**src/rtl/multicycle_ctrl_fsm.sv**
```systemverilog
// ---------------------------------------------------------------------------
// multicycle_ctrl_fsm
// Main control FSM of the multicycle ARM core. Sequences the shared ALU, the
// unified memory port and the register file through fetch / decode / execute /
// writeback, waits on memory with a ready handshake, counts retired
// instructions and halts on an illegal Op or a memory timeout.
// Moore outputs are registered from the next state so they line up with the
// state register; IRWrite/NextPC depend on mem_ready in FETCH and stay Mealy.
// ---------------------------------------------------------------------------
module multicycle_ctrl_fsm #(
    parameter int CNT_W    = 32,
    parameter int MAX_WAIT = 255
) (
    input  logic             clk,
    input  logic             reset,        // asynchronous, active-low
    input  logic [1:0]       Op,
    input  logic [5:0]       Funct,
    input  logic             mem_ready,
    output logic             IRWrite,
    output logic             AdrSrc,
    output logic             ALUSrcA,
    output logic [1:0]       ALUSrcB,
    output logic [1:0]       ResultSrc,
    output logic             NextPC,
    output logic             RegW,
    output logic             MemW,
    output logic             Branch,
    output logic             ALUOp,
    output logic             halted,
    output logic [CNT_W-1:0] instr_count
);

    localparam int WAIT_W = (MAX_WAIT < 2) ? 1 : $clog2(MAX_WAIT + 1);

    typedef enum logic [3:0] {
        S_IDLE   = 4'd0,
        S_FETCH  = 4'd1,
        S_DECODE = 4'd2,
        S_MEMADR = 4'd3,
        S_MEMRD  = 4'd4,
        S_MEMWB  = 4'd5,
        S_MEMWR  = 4'd6,
        S_EXECR  = 4'd7,
        S_EXECI  = 4'd8,
        S_ALUWB  = 4'd9,
        S_BRANCH = 4'd10,
        S_ERROR  = 4'd11
    } state_t;

    state_t             state_q, state_d;
    logic [WAIT_W-1:0]  wait_cnt_q, wait_cnt_d;
    logic [CNT_W-1:0]   instr_count_q, instr_count_d;

    logic               adr_src_q,    adr_src_d;
    logic               alu_src_a_q,  alu_src_a_d;
    logic [1:0]         alu_src_b_q,  alu_src_b_d;
    logic [1:0]         result_src_q, result_src_d;
    logic               reg_w_q,      reg_w_d;
    logic               mem_w_q,      mem_w_d;
    logic               branch_q,     branch_d;
    logic               alu_op_q,     alu_op_d;
    logic               halted_q,     halted_d;

    logic               in_wait;
    logic               stalled;
    logic               timeout;
    logic               retire;

    // Next-state, wait counter and retire counter
    always_comb begin
        state_d       = state_q;
        wait_cnt_d    = wait_cnt_q;
        instr_count_d = instr_count_q;

        in_wait = (state_q == S_FETCH) || (state_q == S_MEMRD) || (state_q == S_MEMWR);
        stalled = in_wait && !mem_ready;
        // ready on the last allowed cycle still completes the access
        timeout = stalled && (wait_cnt_q == WAIT_W'(MAX_WAIT));

        case (state_q)
            S_IDLE:   state_d = S_FETCH;
            S_FETCH:  state_d = mem_ready ? S_DECODE : S_FETCH;
            S_DECODE: begin
                case (Op)
                    2'b00:   state_d = Funct[5] ? S_EXECI : S_EXECR;
                    2'b01:   state_d = S_MEMADR;
                    2'b10:   state_d = S_BRANCH;
                    default: state_d = S_ERROR;
                endcase
            end
            S_MEMADR: state_d = Funct[0] ? S_MEMRD : S_MEMWR;
            S_MEMRD:  state_d = mem_ready ? S_MEMWB : S_MEMRD;
            S_MEMWB:  state_d = S_FETCH;
            S_MEMWR:  state_d = mem_ready ? S_FETCH : S_MEMWR;
            S_EXECR:  state_d = S_ALUWB;
            S_EXECI:  state_d = S_ALUWB;
            S_ALUWB:  state_d = S_FETCH;
            S_BRANCH: state_d = S_FETCH;
            S_ERROR:  state_d = S_ERROR;
            default:  state_d = S_IDLE;
        endcase

        if (timeout) begin
            state_d = S_ERROR;
        end

        if (state_d != state_q) begin
            wait_cnt_d = '0;
        end else if (stalled) begin
            wait_cnt_d = wait_cnt_q + WAIT_W'(1);
        end

        // an instruction retires when its final step hands back to FETCH
        retire = ((state_q == S_MEMWB) || (state_q == S_MEMWR) ||
                  (state_q == S_ALUWB) || (state_q == S_BRANCH)) && (state_d == S_FETCH);
        if (retire) begin
            instr_count_d = instr_count_q + CNT_W'(1);
        end
    end

    // Moore output decode of the state being entered
    always_comb begin
        adr_src_d    = 1'b0;
        alu_src_a_d  = 1'b0;
        alu_src_b_d  = 2'b00;
        result_src_d = 2'b00;
        reg_w_d      = 1'b0;
        mem_w_d      = 1'b0;
        branch_d     = 1'b0;
        alu_op_d     = 1'b0;
        halted_d     = 1'b0;
        case (state_d)
            S_FETCH, S_DECODE: begin
                alu_src_a_d  = 1'b1;
                alu_src_b_d  = 2'b10;
                result_src_d = 2'b10;
            end
            S_MEMADR: alu_src_b_d = 2'b01;
            S_MEMRD:  adr_src_d = 1'b1;
            S_MEMWB: begin
                result_src_d = 2'b01;
                reg_w_d      = 1'b1;
            end
            S_MEMWR: begin
                adr_src_d = 1'b1;
                mem_w_d   = 1'b1;
            end
            S_EXECR:  alu_op_d = 1'b1;
            S_EXECI: begin
                alu_src_b_d = 2'b01;
                alu_op_d    = 1'b1;
            end
            S_ALUWB:  reg_w_d = 1'b1;
            S_BRANCH: begin
                alu_src_b_d  = 2'b01;
                result_src_d = 2'b10;
                branch_d     = 1'b1;
            end
            S_ERROR:  halted_d = 1'b1;
            default: ;
        endcase
    end

    // State, counters and registered outputs; reset returns to IDLE at once
    always_ff @(posedge clk or negedge reset) begin
        if (!reset) begin
            state_q       <= S_IDLE;
            wait_cnt_q    <= '0;
            instr_count_q <= '0;
            adr_src_q     <= 1'b0;
            alu_src_a_q   <= 1'b0;
            alu_src_b_q   <= 2'b00;
            result_src_q  <= 2'b00;
            reg_w_q       <= 1'b0;
            mem_w_q       <= 1'b0;
            branch_q      <= 1'b0;
            alu_op_q      <= 1'b0;
            halted_q      <= 1'b0;
        end else begin
            state_q       <= state_d;
            wait_cnt_q    <= wait_cnt_d;
            instr_count_q <= instr_count_d;
            adr_src_q     <= adr_src_d;
            alu_src_a_q   <= alu_src_a_d;
            alu_src_b_q   <= alu_src_b_d;
            result_src_q  <= result_src_d;
            reg_w_q       <= reg_w_d;
            mem_w_q       <= mem_w_d;
            branch_q      <= branch_d;
            alu_op_q      <= alu_op_d;
            halted_q      <= halted_d;
        end
    end

    // Instruction load and PC update fire only on the cycle the fetch completes
    assign IRWrite     = (state_q == S_FETCH) && mem_ready;
    assign NextPC      = (state_q == S_FETCH) && mem_ready;
    assign AdrSrc      = adr_src_q;
    assign ALUSrcA     = alu_src_a_q;
    assign ALUSrcB     = alu_src_b_q;
    assign ResultSrc   = result_src_q;
    assign RegW        = reg_w_q;
    assign MemW        = mem_w_q;
    assign Branch      = branch_q;
    assign ALUOp       = alu_op_q;
    assign halted      = halted_q;
    assign instr_count = instr_count_q;

endmodule
```
**config.mk**
```make
export PLATFORM = sky130hd
export DESIGN_NAME = multicycle_ctrl_fsm
export DESIGN_NICKNAME = d
export VERILOG_FILES = /design/src/rtl/multicycle_ctrl_fsm.sv
export SDC_FILE = /design/constraint.sdc
export NUM_CORES = 1
export LEC_CHECK = 0
export ABC_AREA = 1
export CAP_MARGIN = 10
export CORE_MARGIN = 5
export CORE_UTILIZATION = 50
export CTS_CLUSTER_DIAMETER = 150
export DETAILED_ROUTE_END_ITERATION = 10
export DONT_BUFFER_PORTS = 1
export HOLD_SLACK_MARGIN = 0.02
export PLACE_DENSITY = 0.7
export SYNTH_ARGS = -nofsm -noshare
export SYNTH_HDL_FRONTEND = slang
export SYNTH_SLANG_ARGS = --single-unit
```
**constraint.sdc**
```tcl
create_clock -name clk -period 4.6 [get_ports clk]
set_input_delay 0.92 -clock clk [delete_from_list [all_inputs] [get_ports clk]]
set_output_delay 0.92 -clock clk [all_outputs]
set_load 0.01 [all_outputs]
```
==> summary.txt <==
Clocking
  – CTS Buffer Depth: 2
  – Clock Tree Root: clkbuf_8
  – CTS Hold Bufs: 0
  – Worst skew pair latency: 0.30 ns
  – Clk slew on worst S/H paths: approximately 0.09 ns
  – TritonCTS clock tree: yes
  – # clock sinks: 55
  – Post-CTS resize count: 0
  – Post-CTS Setup Repair Bufs: 0
  – H-tree Lvls: 2
  – Cts bufs inserted: 5

Worst setup path
  – Reg-to-Reg End: instr_count[31]$_DFFE_PN0P_
  – Crit start category: input port
  – CP startpoint: Op[0]
  – R2r startpoint: state_q[0]$_DFF_PN0_
  – FF-to-FF setup slack: between 1.5 and 2 ns
  – CP Max Fanout: 36
  – Crit Path Category: input port to register
  – Worst Setup EP: instr_count[31]$_DFFE_PN0P_
  – CP Data Arrival Time: approximately 3.0 ns
  – Crit end category: register
  – Required time at the endpoint of the critical path: 4.79 ns
  – Worst R2R Path Depth: 10

Place
  – Placer Congestion: ~0.93
  – Dpl cells: a little under 600
  – Hpwl dp: 6.15 mm
  – Placement Setup Slack: 1.46 ns
  – Port bufs: 0

STA
  – Max-slew violations: 0
  – Worst hold slack: 0.302 ns
  – Final worst setup slack: 1.80 ns
  – Period utilisation layout: 0.610
  – Setup TNS: 0 ns
  – Measured slew at the worst slew-check pin: 0.868 ns
  – Final Skew: ~0.0062 ns
  – Final setup vio count: 0
  – Max_slew headroom: 0.420
  – RSZ-0062 raised after global routing: no
  – Fin crit period: 2.80 ns
  – Fin. Hold Viols: 0
  – Fmax: 357 MHz

Yosys
  – Post-synthesis instance total: 512
  – Flop and latch count out of synthesis: 55
  – Post-Syn Area: around 3600 um2
  – Ys Warns: 0
  – Commonest cells post-synth: nand2_1, nor2_1, dfrtp_1, nand4_1, inv_1
  – Post-synth EDFFs: 0
  – Ys flop type: dfrtp_1
  – Ranking of synthesized cells by area: dfrtp_1, nand2_1, nand4_1
  – Cell taking the most area after synthesis: dfrtp_1
  – Sequential-to-total area share from yosys stat: 0.382
  – Mean Syn Cell Area: 7.03 um2
  – Cell variety after synth: 28
  – Cell with the most instances after synthesis: nand2_1
  – Top cell type's share of synthesized area: 0.382
  – Async SR Flop Fraction: 1.00
  – Syn_nets: roughly 530

Layout
  – Syn-to-layout area delta: 3.96%
  – Final-layout fill cell count: 700
  – Layout Cells excl Fill: between 600 and 700
  – ANT cells: 0
  – Share of cells above drive strength 1: 0.0594
  – Nets: 520

Drt
  – Initial DRT Pass Iterations: 4
  – Overall routed net length: 8.24 mm
  – Drt initial violations: 160
  – Routed Antenna Nets: 0
  – Vias: 3150
  – Via density: 5.22
  – DR WL/cell: 13.6 um
  – Number of remaining DRC errors: 0

Power and ir drop
  – Worst VDD drop: 0.384 mV
  – PD cells: 439 nW/um2
  – P_leak: 1.86 nW

Die
  – IO Count: 56
  – Die height: 94.9 um
  – Starting Density: 0.504
  – Core area: between 7000 and 8000 um2
  – Row count: 31
  – Die Wd: 94.9 um
  – Die ar.: roughly 9000 um2

Global route
  – First-pass GRT wire length: around 14 mm
  – Initial antenna violation count: 0
  – Total congestion overflow: 0
  – GRT Overall Usage: 0.200
  – Vias in the first global route: 3051
  – Largest net degree at the start of global routing: 56

Run status
  – Status: complete, no violations

Hold path
  – Hold Crit Class: input port to asynchronous set/reset pin

Run
  – Max_cap viols: 0
==> layout by cell type (no fill, tap or decap), drive strengths merged <==
cell type / n
nand3b: 13
nor3: 10
buf: 1
and2: 1
xor2: 14
xnor2: 7
o21ai: 10
nor2: 70
dfrtp: 55
nand3: 23
clkbuf: 6
ha: 4
inv: 41
and3: 1
bufinv: 1
nand4: 43
nand2: 205
==> registers in the layout, summed over array words and instances, names as in the netlist <==
name / flops
ALUSrcB: 2
halted: 1
ResultSrc: 2
RegW: 1
state_q: 4
AdrSrc: 1
ALUOp: 1
MemW: 1
instr_count: 32
Branch: 1
ALUSrcA: 1
wait_cnt_q: 8
==> metrics by stage <==
| stage | util | total power (W) | instance area, um2 |
|---|---|---|---|
| 2_1_floorplan | - | 0.00124 | 3600 |
| 3_3_place_gp | 0.510 | 0.00133 | 3640 |
| 3_5_place_dp | 0.510 | 0.00135 | 3640 |
| 4_1_cts | 0.524 | 0.00166 | 3740 |
| 5_1_grt | 0.524 | 0.00177 | 3740 |
| 6_report | 0.524 | 0.00164 | 3740 |
==> report_power, final <==
part / internal [W] / leakage [nW] / switching [W]
Combinational: 0.000175 / 1.06 / 0.000530
Sequential: 0.000545 / 0.754 / 0.0000834
Clock: 0.000160 / 0.0513 / 0.000150
Total: 0.000880 / 1.86 / 0.000763
==> kinds of logic (layout without fill, tap and decap cells) <==
kind of cell / count (synthesis) / in the layout / share of synthesized area
xor+xnor: 21 / 21 / 0.0511
flops: 55 / 55 / 0.382
buf+inv: 56 / 49 / 0.0681
fa+ha+maj: 4 / 4 / 0.0139
simple gates: 366 / 366 / 0.470
compound gates: 10 / 10 / 0.0149
==> worst max-delay path: stages <==
cell	delay, ns
inv_1	0.02
ha_1	0.20
nand2_1	0.07
nand2_1	0.05
nand2_1	0.06
nand2_1	0.05
nand2_1	0.12
nand3_4	0.12
nor2_4	0.67
nand3_4	0.47
nand2_1	0.17
nand2_1	0.06
==> layer usage <==
metal  global-route usage  wire [um]
met4               0.0649        179
met1                0.237       3430
met5                    0          0
met2                0.353       4160
met3               0.0470        464
==> final cells by class <==
cell class                      instances  area (um2)  area share
Timing Repair Buffer                    1        7.51     0.00201
Tap cell                               99         124      0.0331
Multi-Input combinational cell        401        1980       0.529
Clock buffer                            6        72.6      0.0194
Sequential cell                        55        1380       0.368
Inverter                               41         154      0.0411
Clock inverter                          1        30.0     0.00802
==> how the worst min path moves through the flow <==
stage	start	to	slack, ns	cells past startpoint
6_report	reset	instr_count[12]$_DFFE_PN0P_	0.30	0
3_5_place_dp	wait_cnt_q[7]$_DFFE_PN0P_	wait_cnt_q[7]$_DFFE_PN0P_	0.55	2
4_1_cts	reset	instr_count[0]$_DFFE_PN0P_	0.29	0
2_1_floorplan	wait_cnt_q[7]$_DFFE_PN0P_	wait_cnt_q[7]$_DFFE_PN0P_	0.53	2
5_1_grt	reset	instr_count[0]$_DFFE_PN0P_	0.27	0
3_3_place_gp	wait_cnt_q[7]$_DFFE_PN0P_	wait_cnt_q[7]$_DFFE_PN0P_	0.55	2
(Power assumes the default switching activity.)
